<file path="config.mk">
export PLATFORM = sky130hd
export DESIGN_NAME = m_dmem_arbiter
export DESIGN_NICKNAME = d
export VERILOG_FILES = /design/src/rtl/m_dmem_arbiter_pkg.sv /design/src/rtl/m_dmem_arbiter_picker.sv /design/src/rtl/m_dmem_arbiter.sv
export SDC_FILE = /design/constraint.sdc
export NUM_CORES = 1
export LEC_CHECK = 0
export ABC_AREA = 1
export CAP_MARGIN = 20
export CORE_AREA = 2 2 144 146
export DETAILED_ROUTE_END_ITERATION = 8
export DIE_AREA = 0 0 146 148
export DONT_BUFFER_PORTS = 1
export SYNTH_ARGS = -nofsm -noshare
export SYNTH_HDL_FRONTEND = slang
export SYNTH_SLANG_ARGS = --single-unit
</file>
<file path="constraint.sdc">
create_clock -name i_clk -period 1.7 [get_ports i_clk]
set_clock_uncertainty 0.1 [all_clocks]
set_input_delay 0.425 -clock i_clk [delete_from_list [all_inputs] [get_ports i_clk]]
set_output_delay 0.425 -clock i_clk [all_outputs]
set_load 0.01 [all_outputs]
</file>
<file path="src/rtl/m_dmem_arbiter_pkg.sv">
// Shared definitions for the data-memory arbiter: FSM state encoding,
// byte-enable width, statistics counter width and port-index sizing.
package m_dmem_arbiter_pkg;

  typedef enum logic [1:0] {
    ST_IDLE  = 2'd0,
    ST_ISSUE = 2'd1,
    ST_HOLD  = 2'd2
  } arb_state_e;

  // Byte enables per requester / memory port (one per byte of a 32-bit word)
  localparam int BE_W = 4;

  // Width of each statistics counter
  localparam int STAT_W = 32;

  // Bits needed to hold a port index; a single port still needs one bit
  function automatic int idx_width(input int n);
    return (n > 1) ? $clog2(n) : 1;
  endfunction

endpackage

</file>
<file path="src/rtl/m_dmem_arbiter_picker.sv">
// m_rr_picker: combinational round-robin picker. The pending vector is
// rotated so that port rr_ptr sits at bit 0, the lowest set bit wins, and
// the one-hot result is rotated back to real port numbering.
module m_rr_picker
  import m_dmem_arbiter_pkg::*;
#(
  parameter int N_REQ = 2,
  parameter int IDX_W = idx_width(N_REQ)
) (
  input  logic [N_REQ-1:0] i_pending,
  input  logic [IDX_W-1:0] i_rr_ptr,
  output logic [N_REQ-1:0] o_grant,
  output logic [IDX_W-1:0] o_grant_idx,
  output logic             o_any
);

  logic [N_REQ-1:0] rotated;
  logic [N_REQ-1:0] first_hot;
  logic             taken;

  // Rotate, pick the lowest set bit, rotate the winner back to its port
  always_comb begin
    rotated     = '0;
    first_hot   = '0;
    taken       = 1'b0;
    o_grant     = '0;
    o_grant_idx = '0;
    o_any       = |i_pending;

    for (int i = 0; i < N_REQ; i++) begin
      for (int j = 0; j < N_REQ; j++) begin
        if (j == ((i + int'(i_rr_ptr)) % N_REQ)) begin
          rotated[i] = i_pending[j];
        end
      end
    end

    for (int i = 0; i < N_REQ; i++) begin
      if (rotated[i] && !taken) begin
        first_hot[i] = 1'b1;
        taken        = 1'b1;
      end
    end

    for (int i = 0; i < N_REQ; i++) begin
      for (int j = 0; j < N_REQ; j++) begin
        if (first_hot[i] && (j == ((i + int'(i_rr_ptr)) % N_REQ))) begin
          o_grant[j]  = 1'b1;
          o_grant_idx = IDX_W'(j);
        end
      end
    end
  end

endmodule

</file>
<file path="src/rtl/m_dmem_arbiter.sv">
// m_dmem_arbiter: round-robin arbiter sharing one cached-memory data port
// between N_REQ requesters. A winner is acked in ST_IDLE, its request is
// latched and driven in ST_ISSUE (held across stalls), and reads wait in
// ST_HOLD for the cache before returning data with a one-cycle rvalid.
// Optional build macro ARB_STATS_EN adds per-port grant counters and a
// memory stall-cycle counter; without it the stat ports are tied to zero.
module m_dmem_arbiter
  import m_dmem_arbiter_pkg::*;
#(
  parameter int N_REQ  = 2,
  parameter int ADDR_W = 32,
  parameter int DATA_W = 32
) (
  input  logic                     i_clk,
  input  logic                     rst,
  input  logic [N_REQ-1:0]         i_req_ren,
  input  logic [N_REQ*BE_W-1:0]    i_req_wen,
  input  logic [N_REQ*ADDR_W-1:0]  i_req_addr,
  input  logic [N_REQ*DATA_W-1:0]  i_req_data,
  output logic [N_REQ-1:0]         o_req_ack,
  output logic [N_REQ-1:0]         o_rvalid,
  output logic [DATA_W-1:0]        o_rdata,
  output logic                     o_mem_ren,
  output logic [BE_W-1:0]          o_mem_wen,
  output logic [ADDR_W-1:0]        o_mem_addr,
  output logic [DATA_W-1:0]        o_mem_data,
  input  logic [DATA_W-1:0]        i_mem_data,
  input  logic                     i_mem_stall,
  output logic [N_REQ*STAT_W-1:0]  o_stat_grants,
  output logic [STAT_W-1:0]        o_stat_stall
);

  localparam int IDX_W = idx_width(N_REQ);

  arb_state_e        state_q, state_d;
  logic [IDX_W-1:0]  rr_ptr_q, rr_ptr_d;
  logic [IDX_W-1:0]  own_q, own_d;
  logic              ren_q, ren_d;
  logic [BE_W-1:0]   wen_q, wen_d;
  logic [ADDR_W-1:0] addr_q, addr_d;
  logic [DATA_W-1:0] data_q, data_d;
  logic [DATA_W-1:0] rdata_q, rdata_d;
  logic [N_REQ-1:0]  rvalid_q, rvalid_d;

  logic [N_REQ-1:0]  pending;
  logic [N_REQ-1:0]  grant;
  logic [IDX_W-1:0]  grant_idx;
  logic              grant_any;
  logic [IDX_W-1:0]  rr_next;
  logic              sel_ren;
  logic [BE_W-1:0]   sel_wen;
  logic [ADDR_W-1:0] sel_addr;
  logic [DATA_W-1:0] sel_data;
  logic [N_REQ-1:0]  ack_c;
  logic              mem_ren_c;
  logic [BE_W-1:0]   mem_wen_c;

  // A port wants service when it reads or has any byte enable set
  always_comb begin
    pending = '0;
    for (int k = 0; k < N_REQ; k++) begin
      pending[k] = i_req_ren[k] | (|i_req_wen[k*BE_W +: BE_W]);
    end
  end

  m_rr_picker #(
    .N_REQ (N_REQ),
    .IDX_W (IDX_W)
  ) u_picker (
    .i_pending   (pending),
    .i_rr_ptr    (rr_ptr_q),
    .o_grant     (grant),
    .o_grant_idx (grant_idx),
    .o_any       (grant_any)
  );

  // Select the winning port's request fields and the pointer after it
  always_comb begin
    sel_ren  = 1'b0;
    sel_wen  = '0;
    sel_addr = '0;
    sel_data = '0;
    for (int k = 0; k < N_REQ; k++) begin
      if (grant_idx == IDX_W'(k)) begin
        sel_ren  = i_req_ren[k];
        sel_wen  = i_req_wen[k*BE_W +: BE_W];
        sel_addr = i_req_addr[k*ADDR_W +: ADDR_W];
        sel_data = i_req_data[k*DATA_W +: DATA_W];
      end
    end
    if (grant_idx == IDX_W'(N_REQ - 1)) begin
      rr_next = '0;
    end else begin
      rr_next = grant_idx + IDX_W'(1);
    end
  end

  // Next-state and output logic of the grant / issue / hold sequence
  always_comb begin
    state_d   = state_q;
    rr_ptr_d  = rr_ptr_q;
    own_d     = own_q;
    ren_d     = ren_q;
    wen_d     = wen_q;
    addr_d    = addr_q;
    data_d    = data_q;
    rdata_d   = rdata_q;
    rvalid_d  = '0;
    ack_c     = '0;
    mem_ren_c = 1'b0;
    mem_wen_c = '0;

    case (state_q)
      ST_IDLE: begin
        if (grant_any) begin
          ack_c    = grant;
          own_d    = grant_idx;
          ren_d    = sel_ren & ~(|sel_wen);
          wen_d    = sel_wen;
          addr_d   = sel_addr;
          data_d   = sel_data;
          rr_ptr_d = rr_next;
          state_d  = ST_ISSUE;
        end
      end
      ST_ISSUE: begin
        mem_ren_c = ren_q;
        mem_wen_c = wen_q;
        if (!i_mem_stall) begin
          state_d = (|wen_q) ? ST_IDLE : ST_HOLD;
        end
      end
      ST_HOLD: begin
        if (!i_mem_stall) begin
          rdata_d = i_mem_data;
          for (int k = 0; k < N_REQ; k++) begin
            rvalid_d[k] = (own_q == IDX_W'(k));
          end
          state_d = ST_IDLE;
        end
      end
      default: begin
        state_d = ST_IDLE;
      end
    endcase
  end

  // State and latched-request registers, cleared by synchronous reset
  always_ff @(posedge i_clk) begin
    if (rst) begin
      state_q  <= ST_IDLE;
      rr_ptr_q <= '0;
      own_q    <= '0;
      ren_q    <= 1'b0;
      wen_q    <= '0;
      addr_q   <= '0;
      data_q   <= '0;
      rdata_q  <= '0;
      rvalid_q <= '0;
    end else begin
      state_q  <= state_d;
      rr_ptr_q <= rr_ptr_d;
      own_q    <= own_d;
      ren_q    <= ren_d;
      wen_q    <= wen_d;
      addr_q   <= addr_d;
      data_q   <= data_d;
      rdata_q  <= rdata_d;
      rvalid_q <= rvalid_d;
    end
  end

  // An ack during reset would be dropped, so never show one then
  assign o_req_ack  = ack_c & {N_REQ{~rst}};
  assign o_rvalid   = rvalid_q;
  assign o_rdata    = rdata_q;
  assign o_mem_ren  = mem_ren_c;
  assign o_mem_wen  = mem_wen_c;
  assign o_mem_addr = addr_q;
  assign o_mem_data = data_q;

`ifdef ARB_STATS_EN
  logic [STAT_W-1:0] grant_cnt_q [N_REQ];
  logic [STAT_W-1:0] grant_cnt_d [N_REQ];
  logic [STAT_W-1:0] stall_cnt_q, stall_cnt_d;

  // Saturating counters: grants per port and stalled memory cycles
  always_comb begin
    for (int k = 0; k < N_REQ; k++) begin
      grant_cnt_d[k] = grant_cnt_q[k];
      if (o_req_ack[k] && (grant_cnt_q[k] != '1)) begin
        grant_cnt_d[k] = grant_cnt_q[k] + STAT_W'(1);
      end
    end
    stall_cnt_d = stall_cnt_q;
    if (((state_q == ST_ISSUE) || (state_q == ST_HOLD)) && i_mem_stall &&
        (stall_cnt_q != '1)) begin
      stall_cnt_d = stall_cnt_q + STAT_W'(1);
    end
  end

  // Counter registers
  always_ff @(posedge i_clk) begin
    if (rst) begin
      for (int k = 0; k < N_REQ; k++) begin
        grant_cnt_q[k] <= '0;
      end
      stall_cnt_q <= '0;
    end else begin
      for (int k = 0; k < N_REQ; k++) begin
        grant_cnt_q[k] <= grant_cnt_d[k];
      end
      stall_cnt_q <= stall_cnt_d;
    end
  end

  // Flatten the per-port grant counters onto the output bus
  always_comb begin
    o_stat_grants = '0;
    for (int k = 0; k < N_REQ; k++) begin
      o_stat_grants[k*STAT_W +: STAT_W] = grant_cnt_q[k];
    end
  end

  assign o_stat_stall = stall_cnt_q;
`else
  assign o_stat_grants = '0;
  assign o_stat_stall  = '0;
`endif

endmodule

</file>
==> results.yml <==
placed_design:
  dp_hpwl_um: 11000
  gp_congestion: 0.848
  io_buffers: 0
  placed_area_um2: 5400
floorplanning:
  die_x_um: 146
  die_area_um2: 21600
  start_util: 0.268
  ios: 374
  coreArea_um2: 20000
  die_h_um: 148
  row_count: 52
route:
  wire_per_inst_um: 16.2
  routedLengthMet1_um: 6580
  viasPerCell: 4.58
  drc: 0
  antenna_left: 0
  firstDrtPassIters: 6
  wl_met2_um: 7930
  wl_um: 16100
  dr_wl_met3_um: 1310
  drtIter0Drc: 311
  topRoutingLayerUsed: "met4"
  vias: 4555
grt:
  grt_usage: 0.138
  grt_overflow_total: 0
  antenna_found_initial: 0
  grt_pass1_vias: 4196
  grt_max_degree: 96
  grt_pass1_wl_um: 23400
layout:
  final_net_count: 894
  num-fill-cells: 2171
  area_growth_pct: 10.4
  multiInputGateArea_um2: 2520
  stdcell_area_um2: 5930
  antenna_cells: 0
  drive_above_1_share: 0.150
  register_area_um2: 2150
  utilization: 0.296
synthesis:
  syn_area_um2: 5370
  syn_inst: 717
  synth_area_per_cell_um2: 7.49
  ys_top_cells_by_area: "dfxtp_1, buf_4, nand2_1, nand3_1, a31oi_1"
  ys_types: 29
  synth-seq-cells: 107
  yosysWarnings: 0
  yosys.area.top_type: "dfxtp_1"
  synth_top_area_frac: 0.399
  ys_seq_area_frac: 0.399
setup_path:
  end_kind: "output pin"
  path_cells: "inv_2, nor2_4, inv_4, nor2_2, buf_4"
  slowest_stage: "dfxtp_4"
  crit_type: "register to output pin"
  start_kind: "register"
  max_stage_delay_ns: 0.38
  required_ns: 1.17
  worst_ep_arrival_time_ns: 1.20
  reg2reg_depth: 10
  crit_fanout: 5
timing:
  setup_viol: 5
  maxSlewViolCount: 0
  timing.final.crit_share: 1.02
  fin_crit_ns: 1.73
  hold_viol_final: 0
  worst_slack_ns: -0.0292
  fmax_mhz: 578
  rsz0062_at_grt: "true"
flow_run:
  max_cap_viol_count: 0
outcome:
  violations: "negative setup slack"
  status: "finished with violations"
power:
  fin_total_pwr_w: 0.00644
  vdd_drop_max_mv: 0.425
  power_density_nw_per_um2: 1090
  power_leakage_nw: 2.36
cts:
  cts_buffer_depth: 2
  cts_sinks: 107
  clock_latency_ns: 0.36
  htree_levels: 3
  cts_buffers: 9
  cts.clk_slew.worst_paths_ns: 0.08
  cts_tree: "built"
  root_buffer: "clkbuf_16"
min_path:
  min_path_cells: 1
  min_path_type: "input pin to register"
[repair_timing]
item                       in CTS  in global routing
pin swaps                       7                  7
gates resized for setup        24                 15
setup endpoints to repair       7                 56
cloned                          0                  1
setup buffers                   8                  3
hold buffers                    0                  0
[metal layers]
layer / track usage / vias to the layer above
met1: 0.167 / 2101
met5: 0 / -
met2: 0.232 / 262
li1: - / 2170
met4: 0.0583 / 0
met3: 0.0392 / 22
[flip-flops by register name, summed over array words and instances, names as in the netlist]
name and flops:
rr_ptr_q 1, o_mem_addr 32, wen_q 4, o_rdata 32, state_q 2, own_q 1, ren_q 1, o_rvalid 2
o_mem_data 32
[report_power, final]
part	switching [W]	leakage [nW]	internal [W]
Combinational	0.000799	1.35	0.000474
Clock	0.00103	0.140	0.00115
Sequential	0.000249	0.879	0.00273
Total	0.00208	2.36	0.00435
[cell type report]
| cell class | count | share of cell area |
|---|---|---|
| Clock buffer | 9 | 0.0380 |
| Inverter | 36 | 0.0241 |
| Clock inverter | 6 | 0.0125 |
| Tap cell | 270 | 0.0570 |
| Sequential cell | 107 | 0.362 |
| Timing Repair Buffer | 44 | 0.0802 |
| Multi-Input combinational cell | 523 | 0.426 |
[cells in the final DEF (no fill, tap or decap), types with 10 or more instances in the layout]
cell type,instances
inv_1,29
nand3_1,114
nand2_2,13
nand2_1,179
clkbuf_16,10
a21oi_1,38
dfxtp_1,104
a31oi_1,42
conb_1,96
buf_4,26
a31oi_2,10
[final timing paths]
| kind | start | endpoint | slack [ns] |
|---|---|---|---|
| worst max-delay path | state_q[0] | o_mem_wen[0] | -0.03 |
| worst min-delay path | rst | o_mem_data[27] | 0.03 |
| worst max register to register | rr_ptr_q | o_mem_data[12] | 0.10 |
| worst min register to register | own_q | o_rvalid[0] | 0.33 |
[per-stage QoR]
stage / setup slack [ns] / cells / setup TNS, ns / hold slack [ns]
after floorplan: -0.0796 / 812 / -0.0796 / 0.301
after global placement: -0.118 / 969 / -1.46 / 0.325
after detailed placement: -0.155 / 969 / -3.74 / 0.312
after CTS: -0.0476 / 991 / -0.234 / 0.00475
after global routing: -0.0986 / 995 / -0.501 / 0.0100
final: -0.0292 / 995 / -0.118 / 0.0346
[logic make-up (layout without fill, tap and decap cells)]
family,count (synthesis),in the layout,synth area share
other,1,96,0.000699
DFF,107,107,0.399
and+or+nand+nor,329,329,0.272
AOI/OAI and AO/OA,98,98,0.117
buffers and inverters,182,95,0.211
[worst max-delay path, delay by kind of cell, from the launching register on]
family,cells,cell delay (ns)
flip-flops,1,0.38
buffers and inverters,3,0.27
AND/OR/NAND/NOR,2,0.20
[cell usage after synthesis]
| library cell | instances |
|---|---|
| a211oi_1 | 2 |
| nand2_2 | 12 |
| nand3b_1 | 1 |
| nand3_1 | 115 |
| a31oi_1 | 42 |
| nand3_2 | 1 |
| a21oi_1 | 38 |
| buf_8 | 1 |
| clkinv_1 | 1 |
| buf_6 | 6 |
| nor3_1 | 2 |
| nor2_4 | 1 |
| o21ai_0 | 4 |
| dfxtp_1 | 107 |
| conb_1 | 1 |
| nand3_4 | 1 |
| nand4_1 | 1 |
| inv_1 | 33 |
| nor2_1 | 10 |
| o21ai_2 | 1 |
| buf_1 | 3 |
| a21oi_2 | 1 |
| nor2_2 | 5 |
| clkbuf_1 | 23 |
| inv_2 | 2 |
| buf_4 | 101 |
| nand2_1 | 180 |
| a31oi_2 | 10 |
| buf_2 | 12 |
Note: power is estimated with default switching activity, not from simulation.
